### src/rtl/ysyx_2022040010_div.sv
// Iterative radix-2 restoring divider for RV64 DIV/DIVU/REM/REMU and their word forms.
// One quotient bit per cycle; results are returned through a valid/ready handshake.
module ysyx_2022040010_div (
    input  logic        clock,
    input  logic        reset_n,
    input  logic        div_valid,
    output logic        div_ready,
    input  logic        div_signed,
    input  logic        div_32,
    input  logic [63:0] dividend,
    input  logic [63:0] divisor,
    input  logic        flush,
    output logic        out_valid,
    input  logic        out_ready,
    output logic [63:0] quotient,
    output logic [63:0] remainder
);

    typedef enum logic [1:0] {IDLE, CALC, FIX, DONE} state_e;

    state_e      state_q, state_d;
    logic [63:0] quo_q, quo_d;
    logic [63:0] rem_q, rem_d;
    logic [63:0] dsr_q, dsr_d;
    logic [6:0]  cnt_q, cnt_d;
    logic        qneg_q, qneg_d;
    logic        rneg_q, rneg_d;
    logic        w32_q, w32_d;

    // Operand preparation at the active width
    logic [63:0] a_ext, b_ext, a_mag, b_mag, a_sext32, min_val;
    logic        a_neg, b_neg, div_zero, overflow, accept;

    always_comb begin
        a_sext32 = {{32{dividend[31]}}, dividend[31:0]};
        if (div_32) begin
            a_ext = div_signed ? a_sext32 : {32'b0, dividend[31:0]};
            b_ext = div_signed ? {{32{divisor[31]}}, divisor[31:0]} : {32'b0, divisor[31:0]};
            min_val = 64'hFFFF_FFFF_8000_0000;
        end else begin
            a_ext = dividend;
            b_ext = divisor;
            min_val = 64'h8000_0000_0000_0000;
        end
        a_neg    = div_signed & a_ext[63];
        b_neg    = div_signed & b_ext[63];
        a_mag    = a_neg ? (~a_ext + 64'd1) : a_ext;
        b_mag    = b_neg ? (~b_ext + 64'd1) : b_ext;
        div_zero = (b_ext == 64'd0);
        overflow = div_signed & (a_ext == min_val) & (b_ext == {64{1'b1}});
        accept   = div_valid & ~flush & (state_q == IDLE);
    end

    // One restoring step: the shifted partial remainder is 65 bits wide
    logic [64:0] rem_sh;
    logic        trial_ok;
    logic [63:0] trial;

    assign rem_sh   = {rem_q, quo_q[63]};
    assign trial_ok = (rem_sh >= {1'b0, dsr_q});
    assign trial    = rem_sh[63:0] - dsr_q;

    logic [63:0] q_fix, r_fix;

    always_comb begin
        q_fix = qneg_q ? (~quo_q + 64'd1) : quo_q;
        r_fix = rneg_q ? (~rem_q + 64'd1) : rem_q;
        if (w32_q) begin
            q_fix = {{32{q_fix[31]}}, q_fix[31:0]};
            r_fix = {{32{r_fix[31]}}, r_fix[31:0]};
        end
    end

    always_comb begin
        // NOTE: every next-state signal gets its hold value first so no latch is inferred.
        state_d = state_q;
        quo_d   = quo_q;
        rem_d   = rem_q;
        dsr_d   = dsr_q;
        cnt_d   = cnt_q;
        qneg_d  = qneg_q;
        rneg_d  = rneg_q;
        w32_d   = w32_q;

        case (state_q)
            IDLE: begin
                if (accept) begin
                    w32_d = div_32;
                    if (div_zero) begin
                        quo_d   = {64{1'b1}};
                        rem_d   = div_32 ? a_sext32 : dividend;
                        state_d = DONE;
                    end else if (overflow) begin
                        quo_d   = div_32 ? a_sext32 : dividend;
                        rem_d   = 64'd0;
                        state_d = DONE;
                    end else begin
                        // Word operands start at the top so 32 shifts consume them
                        quo_d   = div_32 ? {a_mag[31:0], 32'b0} : a_mag;
                        rem_d   = 64'd0;
                        dsr_d   = b_mag;
                        cnt_d   = div_32 ? 7'd32 : 7'd64;
                        qneg_d  = a_neg ^ b_neg;
                        rneg_d  = a_neg;
                        state_d = CALC;
                    end
                end
            end
            CALC: begin
                rem_d = trial_ok ? trial : rem_sh[63:0];
                quo_d = {quo_q[62:0], trial_ok};
                cnt_d = cnt_q - 7'd1;
                if (cnt_q == 7'd1) state_d = FIX;
            end
            FIX: begin
                quo_d   = q_fix;
                rem_d   = r_fix;
                state_d = DONE;
            end
            DONE: begin
                if (out_ready) state_d = IDLE;
            end
            default: state_d = IDLE;
        endcase

        if (flush) state_d = IDLE;
    end

    // NOTE: sequential state uses non-blocking assignments so all registers update together.
    always_ff @(posedge clock or negedge reset_n) begin
        if (!reset_n) begin
            state_q <= IDLE;
            quo_q   <= 64'd0;
            rem_q   <= 64'd0;
            dsr_q   <= 64'd0;
            cnt_q   <= 7'd0;
            qneg_q  <= 1'b0;
            rneg_q  <= 1'b0;
            w32_q   <= 1'b0;
        end else begin
            state_q <= state_d;
            quo_q   <= quo_d;
            rem_q   <= rem_d;
            dsr_q   <= dsr_d;
            cnt_q   <= cnt_d;
            qneg_q  <= qneg_d;
            rneg_q  <= rneg_d;
            w32_q   <= w32_d;
        end
    end

    assign div_ready = (state_q == IDLE);
    assign out_valid = (state_q == DONE);
    assign quotient  = quo_q;
    assign remainder = rem_q;

endmodule
### config.mk
export PLATFORM = sky130hd
export DESIGN_NAME = ysyx_2022040010_div
export DESIGN_NICKNAME = d
export VERILOG_FILES = /design/src/rtl/ysyx_2022040010_div.sv
export SDC_FILE = /design/constraint.sdc
export NUM_CORES = 1
export LEC_CHECK = 0
export BUFFER_PORTS_ARGS = -buffer_cell sky130_fd_sc_hd__buf_2
export CAP_MARGIN = 20
export CORE_ASPECT_RATIO = 1.2
export CORE_MARGIN = 10
export CORE_UTILIZATION = 30
export DETAILED_ROUTE_END_ITERATION = 7
export PLACE_DENSITY = 0.46
export SYNTH_ARGS = -nofsm -noshare
export SYNTH_HDL_FRONTEND = slang
export SYNTH_SLANG_ARGS = --single-unit
### constraint.sdc
create_clock -name clock -period 9.19 [get_ports clock]
set_input_delay 1.3785 -clock clock [delete_from_list [all_inputs] [get_ports clock]]
set_output_delay 1.3785 -clock clock [all_outputs]
set_load 0.005 [all_outputs]
==> metrics.txt <==
status=finished, final reports clean; DRT Wirelength=111000 um; Die X=270 um; CP Cell Sequence=ha_1, a21oi_1, or2_1, a21oi_1, a211oi_1, a2111oi_1, o2111ai_1, a21bo_2, nand2_2, buf_4, a311oi_1, o41ai_1; number of max-cap violations=0; post-synthesis cell count=between 3000 and 4000; element type at the critical path end=flop; Int Pwr=4.21 mW; highest-delay cell along the critical path=a2111oi_1; Clk Latency, worst-skew pair=about 600 ps; CTS H-Tree Depth=1; EDFF count, synth=0; RSZ-0062 raised after global routing=no; Core Region=73900 um^2; crit-path max FO=30; sequential share of power=0.197; Fin. Hold Viols=0; DRT Pass-1 Iters=5; postcts setup bufs=0; clock share of power=0.132; Overall Global Routing Usage=0.246; Initial DRC Count=2376; synth unique cells=96; RR Startpoint=remainder[9]$_DFFE_PN0P_; # fillers=about 8300; CTS hold repair buffers=0; worst hold path endpoint=dsr_q[53]$_DFFE_PN0P_; Slew Limit Headroom=0.216; Die H=319 um; Final Wtd Congestion=1.01; Comb pwr share=0.671; Pwr Total=9.36 mW; share of cells above drive strength 1=0.122; Overflow after GRT=0; Post-synth top flop=dfrtp_1; NetSw=5.15 mW; Die Area=86100 um^2; Synth Warn #=0; DR WL/cell=25.5 um; vias per cell=between 5 and 6; worst-margin pin slew=roughly 1200 ps; first-pass GRT wire length=165000 um; Async SR Flop Fraction=1.00; CTS root buf=clkbuf_16; max frequency=0.184 GHz; WP buf/inv=1; count leader, synth=nand2_1; FF-to-FF path depth=12; drt drc=0; Hold Startpoint=dsr_q[53]$_DFFE_PN0P_; #FFs+latches synth=204; port buffer count=264; vias=25400; CTS Buf Count=28; Finished Layout Cells=between 4000 and 5000; post-route ant nets=0; DP HPWL=85900 um; Lkg Pwr=10.4 nW; CTS-repair resized insts=0; CTS Buffer Depth=3; mean post-synth cell area=7.01 um^2; Syn Nets=3412; power per standard cell area=between 300 and 400 nW/um^2; Sw Ratio=0.550; Fin Setup TNS=0 ps; Final Cycle Share=0.590; clock skew=43.0 ps; crit-path leading delay family=compound AO/OA/AOI/OAI gates; Placed Instances=~4300; final setup fails=0; Hold Crit Class=flop to flop; Final Critical Period=5420 ps; initial antenna violation count=6; vias in the first global route=24400; top cells by area, synth=dfrtp_1 (23%), a21oi_1 (8.2%), nand2_1 (7.0%); Starting Density=0.303; clk sinks=204; Synth top area share=0.228; CP required=9640 ps; Crit path largest cell delay=1010 ps; WP data arrival=5880 ps; largest net degree at the start of global routing=126; Reg2Reg Setup Slack=3770 ps; Layout area overhead=14.4%; crit start category=flop; VDD IR max=0.000208 V; hold depth=2; leading cell types by count after synthesis=nand2_1 (416), a21oi_1 (366), nor2_1 (246); Synth area leader=dfrtp_1; WS Path Type=flop to flop; most used cell, CP=a21oi_1; area of the mapped netlist=22400 um^2; sequential area share after synthesis=0.228; Top Ports=265; Pins Over Slew Limit=0; Worst-path clk slew=about 60 ps; Rows=~110; FF-to-FF End=remainder[62]$_DFFE_PN0P_; CTS tree=yes; Final #Nets=approximately 3500
-- registers in the layout, summed over array words and instances, names as in the netlist --
name,count
qneg_q,1
remainder,64
quotient,64
w32_q,1
cnt_q,7
rneg_q,1
state_q,2
dsr_q,64
-- layout make-up --
cell class	count	area, um^2	area share
antenna	4	10.0	0.000390
clock buffer	34	763	0.0298
clock inverter	16	251	0.00980
inverter	123	462	0.0180
multi-input combinational	2666	16100	0.629
sequential	204	5100	0.199
tap	999	1250	0.0487
timing repair buffer	309	1680	0.0657
-- worst max path at each step --
| stage | from | endpoint | slack (ps) | cells past startpoint |
|---|---|---|---|---|
| 2_1_floorplan | divisor[31] | cnt_q[4]$_DFFE_PN0P_ | 5020 | 14 |
| 3_3_place_gp | div_32 | cnt_q[4]$_DFFE_PN0P_ | 3370 | 13 |
| 3_5_place_dp | div_32 | cnt_q[4]$_DFFE_PN0P_ | 3300 | 13 |
| 4_1_cts | remainder[9]$_DFFE_PN0P_ | remainder[62]$_DFFE_PN0P_ | 3890 | 12 |
| 5_1_grt | div_32 | cnt_q[4]$_DFFE_PN0P_ | 3460 | 13 |
| 6_report | remainder[9]$_DFFE_PN0P_ | remainder[62]$_DFFE_PN0P_ | 3770 | 12 |
-- cell families after synthesis --
logic type      Yosys count  share of synthesized area
compound gates         1122                      0.304
buf+inv                 330                     0.0562
xor+xnor                240                     0.0937
fa+ha+maj                77                     0.0433
flops                   204                      0.228
mux                      36                     0.0163
simple gates           1191                      0.259
-- layout by cell type, fill, tap and decap left out, drive strengths merged, types with 26 or more instances in the layout --
cell type / n
xor2: 97
nand2: 417
o31ai: 53
clkbuf: 34
nand4: 62
nor2: 248
or3: 49
dfrtp: 204
nor4: 62
a31oi: 53
buf: 309
a211oi: 26
xnor2: 143
a21oi: 366
or4: 32
a21o: 28
nor3: 112
o21ai: 353
o211ai: 33
nand3: 66
mux2i: 31
nand2b: 26
ha: 76
inv: 125
-- metal layers --
layer  track usage  wire length (um)
met1         0.322             47800
met4         0.101              4720
met2         0.403             51200
met5             0                 0
met3        0.0306              7290
-- worst min-delay path, stage by stage (launching register included) --
cell	delay [ps]
dfrtp_1	340
nand2_1	50
o21ai_1	60
-- through the flow --
step	hold slack (ps)	worst slack (ps)	utilization	instance area, um^2
2_1_floorplan	456	5020	-	22400
3_3_place_gp	469	3370	0.333	24600
3_5_place_dp	476	3300	0.333	24600
4_1_cts	489	3890	0.347	25600
5_1_grt	501	3460	0.347	25600
6_report	483	3770	0.347	25600
-- power groups by stage --
stage	Sequential, mW	Combinational (mW)	Clock (mW)
2_1_floorplan	1.63	4.22	0
6_report	1.84	6.28	1.24
5_1_grt	1.90	6.91	1.30
3_3_place_gp	1.85	6.21	0
4_1_cts	1.83	6.22	1.26
3_5_place_dp	1.84	6.19	0
No activity file was read; power rests on OpenSTA's default activity.
